`src/rtl/sdram_port_arbiter.sv`:
```
// rtl/sdram_port_arbiter.sv - round-robin two-master Avalon-MM arbiter for the SDRAM controller slave port
module sdram_port_arbiter #(
  parameter int ADDR_W   = 25,
  parameter int DATA_W   = 16,
  parameter int MAX_PEND = 4
) (
  input  logic                sys_ref_clk_clk,
  input  logic                sys_ref_reset_reset,

  input  logic [ADDR_W-1:0]   m0_address,
  input  logic                m0_read,
  input  logic                m0_write,
  input  logic [DATA_W-1:0]   m0_writedata,
  input  logic [DATA_W/8-1:0] m0_byteenable,
  output logic                m0_waitrequest,
  output logic [DATA_W-1:0]   m0_readdata,
  output logic                m0_readdatavalid,

  input  logic [ADDR_W-1:0]   m1_address,
  input  logic                m1_read,
  input  logic                m1_write,
  input  logic [DATA_W-1:0]   m1_writedata,
  input  logic [DATA_W/8-1:0] m1_byteenable,
  output logic                m1_waitrequest,
  output logic [DATA_W-1:0]   m1_readdata,
  output logic                m1_readdatavalid,

  output logic [ADDR_W-1:0]   s_address,
  output logic                s_read,
  output logic                s_write,
  output logic [DATA_W-1:0]   s_writedata,
  output logic [DATA_W/8-1:0] s_byteenable,
  input  logic                s_waitrequest,
  input  logic [DATA_W-1:0]   s_readdata,
  input  logic                s_readdatavalid,

  output logic                rd_err
);

  localparam int PTR_W = (MAX_PEND > 1) ? $clog2(MAX_PEND) : 1;
  localparam int CNT_W = PTR_W + 1;

  localparam logic [1:0] ST_IDLE = 2'd0;
  localparam logic [1:0] ST_GNT0 = 2'd1;
  localparam logic [1:0] ST_GNT1 = 2'd2;

  logic [1:0]       state;
  logic [1:0]       state_nxt;
  logic             prio;
  logic [CNT_W-1:0] count;
  logic [PTR_W-1:0] head;
  logic [PTR_W-1:0] tail;
  logic             id_mem [MAX_PEND];

  logic room;
  logic elig0;
  logic elig1;
  logic gnt0;
  logic gnt1;
  logic accept;
  logic push;
  logic pop;
  logic head_id;

  // Reads need a free ID slot; writes never wait on the FIFO.
  assign room  = count < CNT_W'(MAX_PEND);
  assign elig0 = m0_write | (m0_read & room);
  assign elig1 = m1_write | (m1_read & room);

  assign gnt0 = (state == ST_GNT0);
  assign gnt1 = (state == ST_GNT1);

  always_comb begin
    s_address    = '0;
    s_read       = 1'b0;
    s_write      = 1'b0;
    s_writedata  = '0;
    s_byteenable = '0;
    if (gnt0) begin
      s_address    = m0_address;
      s_read       = m0_read;
      s_write      = m0_write;
      s_writedata  = m0_writedata;
      s_byteenable = m0_byteenable;
    end else if (gnt1) begin
      s_address    = m1_address;
      s_read       = m1_read;
      s_write      = m1_write;
      s_writedata  = m1_writedata;
      s_byteenable = m1_byteenable;
    end
  end

  assign m0_waitrequest = gnt0 ? s_waitrequest : 1'b1;
  assign m1_waitrequest = gnt1 ? s_waitrequest : 1'b1;

  assign accept = (s_read | s_write) & ~s_waitrequest;
  assign push   = accept & s_read;
  assign pop    = s_readdatavalid & (count != '0);

  // Returns come back in issue order, so the FIFO head names the owner.
  assign head_id          = id_mem[head];
  assign m0_readdatavalid = pop & ~head_id;
  assign m1_readdatavalid = pop & head_id;
  assign m0_readdata      = s_readdata;
  assign m1_readdata      = s_readdata;

  always_comb begin
    state_nxt = state;
    case (state)
      ST_IDLE: begin
        if (elig0 && elig1) begin
          state_nxt = prio ? ST_GNT1 : ST_GNT0;
        end else if (elig0) begin
          state_nxt = ST_GNT0;
        end else if (elig1) begin
          state_nxt = ST_GNT1;
        end
      end
      ST_GNT0: begin
        if (accept || !(m0_read || m0_write)) begin
          state_nxt = ST_IDLE;
        end
      end
      ST_GNT1: begin
        if (accept || !(m1_read || m1_write)) begin
          state_nxt = ST_IDLE;
        end
      end
      default: state_nxt = ST_IDLE;
    endcase
  end

  always_ff @(posedge sys_ref_clk_clk) begin
    if (sys_ref_reset_reset) begin
      state  <= ST_IDLE;
      prio   <= 1'b0;
      count  <= '0;
      head   <= '0;
      tail   <= '0;
      rd_err <= 1'b0;
    end else begin
      state <= state_nxt;
      if (accept) begin
        prio <= gnt0;
      end
      if (push) begin
        tail <= tail + PTR_W'(1);
      end
      if (pop) begin
        head <= head + PTR_W'(1);
      end
      case ({push, pop})
        2'b10:   count <= count + CNT_W'(1);
        2'b01:   count <= count - CNT_W'(1);
        default: count <= count;
      endcase
      if (s_readdatavalid && (count == '0)) begin
        rd_err <= 1'b1;
      end
    end
  end

  always_ff @(posedge sys_ref_clk_clk) begin
    if (push) begin
      id_mem[tail] <= gnt1;
    end
  end

endmodule

```
`config.mk`:
```
export PLATFORM = sky130hd
export DESIGN_NAME = sdram_port_arbiter
export DESIGN_NICKNAME = d
export VERILOG_FILES = /design/src/rtl/sdram_port_arbiter.sv
export SDC_FILE = /design/constraint.sdc
export NUM_CORES = 1
export LEC_CHECK = 0
export ABC_CLOCK_PERIOD_IN_PS = 3100
export CAP_MARGIN = 40
export CELL_PAD_IN_SITES_DETAIL_PLACEMENT = 0
export CELL_PAD_IN_SITES_GLOBAL_PLACEMENT = 1
export CORE_ASPECT_RATIO = 0.8
export CORE_MARGIN = 5
export CORE_UTILIZATION = 16
export CTS_CLUSTER_SIZE = 12
export DETAILED_ROUTE_END_ITERATION = 8
export PLACE_DENSITY_LB_ADDON = 0.1
export SYNTH_ARGS = -nofsm -noshare
export SYNTH_HDL_FRONTEND = slang
export SYNTH_SLANG_ARGS = --single-unit
```
`constraint.sdc`:
```
create_clock -name sys_ref_clk_clk -period 3.1 [get_ports sys_ref_clk_clk]
set_clock_uncertainty 0.05 [all_clocks]
set_input_delay 0.93 -clock sys_ref_clk_clk [delete_from_list [all_inputs] [get_ports sys_ref_clk_clk]]
set_output_delay 0.93 -clock sys_ref_clk_clk [all_outputs]
set_load 0.02 [all_outputs]
```
Word-level counts from Yosys, hierarchy flattened
Memory sizes are Yosys's and may differ from the RTL's. A register that Yosys moved wholly into a read port is not among the register bits.
Cells that the tools add are included.
Operators by class
  bitwise logic cells: 12
  mux-type cells: 24
  reductions and logical operators: 13
  $add $sub $neg: 4
  equal/unequal tests: 7
  order comparisons: 1
Operator list (count)
  $mux W25: 2
  $mux W16: 2
  $mux W2: 10
  $mux W1: 8
  $and A1 B1 Y1: 7
  $pmux W2 S3: 1
  $pmux W3 S2: 1
  $add A2 B1 Y2 const B: 2
  $eq A2 B1 Y1 const B: 2
  $eq A2 B2 Y1 const B: 2
  $logic_or A1 B1 Y1: 4
  $ne A2 B1 Y1 const B: 2
  $ne A4 B4 Y1 const B: 1
  $add A3 B1 Y3 const B: 1
  $logic_not A3 Y1: 1
  $lt A3 B3 Y1 const B: 1
  $or A1 B1 Y1: 3
  $reduce_and A3 Y1: 1
  $reduce_bool A3 Y1: 1
  $sub A3 B1 Y3 const B: 1
  $logic_and A1 B1 Y1: 2
  $logic_not A1 Y1: 2
  $logic_not A2 Y1: 1
  $not A1 Y1: 2
  $reduce_bool A2 Y1: 1
Word-level totals
  register bits after elaboration: 11
  bits of input ports: 110
  RAM bits: 4
  output and inout bits: 82
  memories kept: 1
Memories
  id_mem: words 4, bits a word 1, rd ports 1, clocked after Yosys merged registers in 1, write ports 1, RTL line 53  | logic id_mem [MAX_PEND];

Longest topological paths before layout
Gate-level depths: netlist (run 1).
  word-level depth: 8
  depth in mapped cells: 9

Least setup slack after synthesis (run 1)
Ideal clock, no wire load.
  kind: input to register
  start point: in m1_read
  end point: reg count[2]
  arrival time: 2334 ps
  path slack: 646 ps
  library setup time: 70 ps
  data required time: 2980 ps
  stages: 9
  cell sequence: nand3b_1 > a21oi_2 > inv_1 > ha_1 > inv_1 > fa_1 > xor2_1 > or3_1 > a21oi_1
On the way
  cells in the longest elaborated chain, start to end: 7
  elaborated cells between the ends (all ways): 9
  classes of those cells: eq/ne (2); mux (3); bitwise (3); reduce/logical (1)
Ends and longest elaborated chain
  start: declaration: RTL line 20  | input logic m1_read,
  $mux W1 (*): RTL line 85  | end else if (gnt1) begin
  $mux W1 (*): RTL line 79  | if (gnt0) begin
  $or A1 B1 Y1: RTL line 97  | assign accept = (s_read | s_write) & ~s_waitrequest;
  $and A1 B1 Y1: RTL line 97
  $and A1 B1 Y1 (*): RTL line 98  | assign push = accept & s_read;
  $eq A2 B1 Y1 or $eq A2 B2 Y1 (tied branches): RTL line 153  | case ({push, pop})
  $pmux W3 S2 or $reduce_bool A2 Y1 (tied branches)
  end signal: assignment: RTL line 154  | 2'b10: count <= count + CNT_W'(1);
  end signal: assignment: RTL line 155  | 2'b01: count <= count - CNT_W'(1);
  end signal: assignment: RTL line 156  | default: count <= count;
  end: declaration: RTL line 50  | logic [CNT_W-1:0] count;
Every way passes the cells marked *; elsewhere a longest branch is shown, timed or not.
A chain may end at the register's enable or synchronous reset.

Worst setup path in the final report (run 1)
  start point: in m0_writedata[4]
  end point: out s_writedata[4]
On the way
  cells in the longest elaborated chain, start to end: 1
Ends and longest elaborated chain
  start: declaration: RTL line 13  | input logic [DATA_W-1:0] m0_writedata,
  $mux W16: RTL line 79
  end: declaration: RTL line 31  | output logic [DATA_W-1:0] s_writedata,
No other way between the ends.

==> summary.md, run 1 <==
| Metric | Value |
|---|---|
| Clock root buffer | `clkbuf_16` |
| DRC errors left | `0` |
| CP endpoint kind | `primary output` |
| Chip width | `between 100 and 150 um` |
| Worst R2R End | `count[2]$_SDFFE_PP0P_` |
| Worst Path Required | `about 2.1 ns` |
| First-pass GRT wire length | `between 10 and 15 mm` |
| All-Layer GR Usage | `0.109` |
| Final hold vios | `0` |
| DR vias/cell | `4.17` |
| Vias in the first global route | `approximately 1,700` |
| Final design utilization | `0.326` |
| Clk buf depth | `2` |
| Post-synth EDFFs | `4` |
| R2R setup slack | `roughly 0.94 ns` |
| ANT cells | `0` |
| Post-synth cell types | `33` |
| Cts-stage hold buffer count | `0` |
| FFs w/ async S/R, synth | `0` |
| Mapped Nets | `around 290` |
| Worst EP arrival | `2.11 ns` |
| Hold Crit Class | `reg -> reg` |
| Crit share post-route | `0.996` |
| Final WS setup | `0.0128 ns` |
| Vias post-DR | `between 1,500 and 2,000` |
| Post-synth top area share | `0.253` |
| CORE AREA | `just over 9000 um^2` |
| Final setup TNS | `0 ns` |
| Hold endpoint | `rd_err$_SDFFE_PP0P_` |
| DRT iter0 DRCs | `24` |
| Pwr Density | `between 300 and 400 nW/um^2` |
| Final Instance Area | `between 2000 and 3000 um^2` |
| Area after DPL | `2940 um^2` |
| Post-Synthesis Cells | `171` |
| Post-route ant nets | `0` |
| Top post-synthesis cells by area | `a22o_1, dfxtp_1, buf_4, edfxtp_1, ha_1` |
| Largest area contributor in the netlist | `a22o_1` |
| Max VDD drop | `around 0.19 mV` |
| Layout cell share with drive strength beyond 1 | `0.0862` |
| Clock Latency Late Sink | `roughly 0.24 ns` |
| Max-slew violations | `0` |
| Hold Path Stages | `2` |
| Number of cells on the worst reg-to-reg path | `10` |
| Post-detail-place hpwl | `about 5.6 mm` |
| # H-tree levels | `1` |
| Top Ports | `around 190` |
| Die height | `between 90 and 100 um` |
| Layout area overhead | `96.7%` |
| # rows | `31` |
| Post-Route WL | `between 6 and 7 mm` |
| Worst-Margin Slew | `0.532 ns` |
| # Max-Cap Violations | `0` |
| Yosys reg bits | `17` |
| IO Port Bufs | `~140` |
| Crit path from | `m0_writedata[4]` |
| Fmax | `324 MHz` |
| Status | `finished, final reports clean` |
| Die area | `between 10,000 and 15,000 um^2` |
| TritonCTS clock tree | `yes` |
| CTS sink cnt | `17` |
| CP Class | `in -> out` |
| Sequential cell area fraction in the yosys report | `0.250` |
| Yosys warning count | `0` |
| Pre-Repair DR Iteration Count | `2` |
| Remaining Overflow, GRT | `0` |
| FF-to-FF Start | `state[1]$_SDFFE_PP0P_` |
| GPL Wtd Cong | `0.716` |
| Leak | `between 1 and 1.5 nW` |
| Pre-CTS setup slack | `-0.190 ns` |
| Layout Nets | `407` |
| Total CTS buffers | `3` |
| Final setup vio count | `0` |
| RSZ-0062 raised after global routing | `no` |
| Slew Limit Headroom | `0.645` |
| Initial antenna violation count | `0` |
| Post-CTS Setup Bufs | `0` |
| Tmin final | `3.09 ns` |
| Largest net degree at the start of global routing | `35` |
| Main synth FF type | `dfxtp_1` |
| Syn_area_per_cell | `approximately 9 um^2` |
| WL/cell | `between 15 and 20 um` |
| Startpoint types | `primary input` |
| Clock Pin Slew Worst Setup and Hold Paths | `around 0.05 ns` |
| Min-Delay Startpoint | `rd_err$_SDFFE_PP0P_` |
| Maximum fanout along the worst path | `1` |
| Initial Util | `0.166` |
| Mapped Area | `about 1500 um^2` |
==> synth_stat cells (2+ instances only) <==
library cell,n
inv_1,6
nor2b_1,2
nand3b_1,2
and2_1,5
buf_2,10
edfxtp_1,4
a22o_1,44
o21ai_0,2
or3_1,2
nand2b_1,3
xnor2_1,2
a21oi_2,2
xor2_1,3
a21oi_1,5
buf_4,32
dfxtp_1,13
nor2_1,12
nand2_1,3
ha_1,5
==> critical path, stage by stage <==
cell and delay, ns:
clkdlybuf4s50_1 0.46, a22o_1 0.12, clkdlybuf4s50_1 0.59
==> power by group <==
part | leakage, nW | internal (W) | switching [W]
Combinational | 1.21 | 0.000282 | 0.000225
Clock | 0.0382 | 0.000174 | 0.0000743
Sequential | 0.142 | 0.000247 | 0.0000164
==> timing repair <==
item | CTS | global route
endpoints found under the hold margin | 0 | 0
resized for setup | 38 | 9
cloned | 0 | 0
setup endpoints to repair | 38 | 9
==> worst max path at each step <==
stage | slack [ns] | cells past startpoint | end
after floorplan | 0.65 | 9 | count[2]$_SDFFE_PP0P_
final | 0.01 | 3 | s_writedata[4]
after CTS | 0.0009 | 3 | s_address[13]
after global placement | -0.20 | 4 | m0_readdatavalid
after global routing | 0.004 | 3 | s_writedata[4]
after detailed placement | -0.19 | 4 | m0_readdatavalid
==> routing by layer <==
layer / global-route usage / up-vias / part of all wire
met5: 0 / - / 0
met4: 0.0338 / 0 / 0.027
met3: 0.0367 / 27 / 0.090
met2: 0.195 / 85 / 0.50
met1: 0.123 / 745 / 0.38
li1: - / 831 / -
==> kinds of logic (layout without fill, tap and decap cells) <==
family	count (synthesis)	after routing	share of synthesized area
AOI/OAI and AO/OA	59	59	0.323
xor gates and xnor gates	5	5	0.0287
muxes	2	2	0.0213
and+or+nand+nor	32	32	0.108
adders and majority gates	6	6	0.0542
buffers and inverters	50	169	0.215
DFF	17	17	0.250
==> placed cells by master (no fill, tap or decap), drive strengths merged <==
cell,n
a41oi,1
nand3b,2
clkdlybuf4s50,96
or2,1
nand3,1
buf,15
o211ai,1
dlymetal6s2s,9
inv,7
dlygate4sd2,38
nand2b,3
a2111o,1
and2,5
a22o,44
fa,1
a21o,1
nor2,12
nand2,3
o31a,1
clkbuf,4
a21oi,7
mux4,1
xnor2,2
or3,2
mux2i,1
ha,5
nor2b,2
o21ai,2
and2b,1
xor2,3
edfxtp,4
dfxtp,13
a2bb2oi,1
==> area by class of cell <==
type | instances | area [um^2]
inverter | 7 | 26.3
tap | 115 | 144
sequential | 17 | 380
multi-input combinational | 104 | 825
fill | 964 | 6190
timing repair buffer | 158 | 1540
clock buffer | 4 | 78.8
==> through the flow <==
step | total power [W] | hold WS (ns) | std cells
finish | 0.00102 | 0.428 | 405
global route | 0.00108 | 0.459 | 405
CTS | 0.00104 | 0.442 | 405
detailed placement | 0.000818 | 0.427 | 401
global placement | 0.000826 | 0.428 | 401
floorplan | 0.000571 | 0.411 | 171
Note: power is estimated with default switching activity, not from simulation.
==> run 2, diff against run 1 <==
- CAP_MARGIN: 40 -> 20
==> results of run 2 <==
The final DEF is identical to that of run 1; final timing and power are the same.
==> run 3, diff against run 2 <==
- HOLD_SLACK_MARGIN: unset -> 0.1
==> results of run 3 <==
The final DEF is identical to that of run 1; final timing and power are the same.
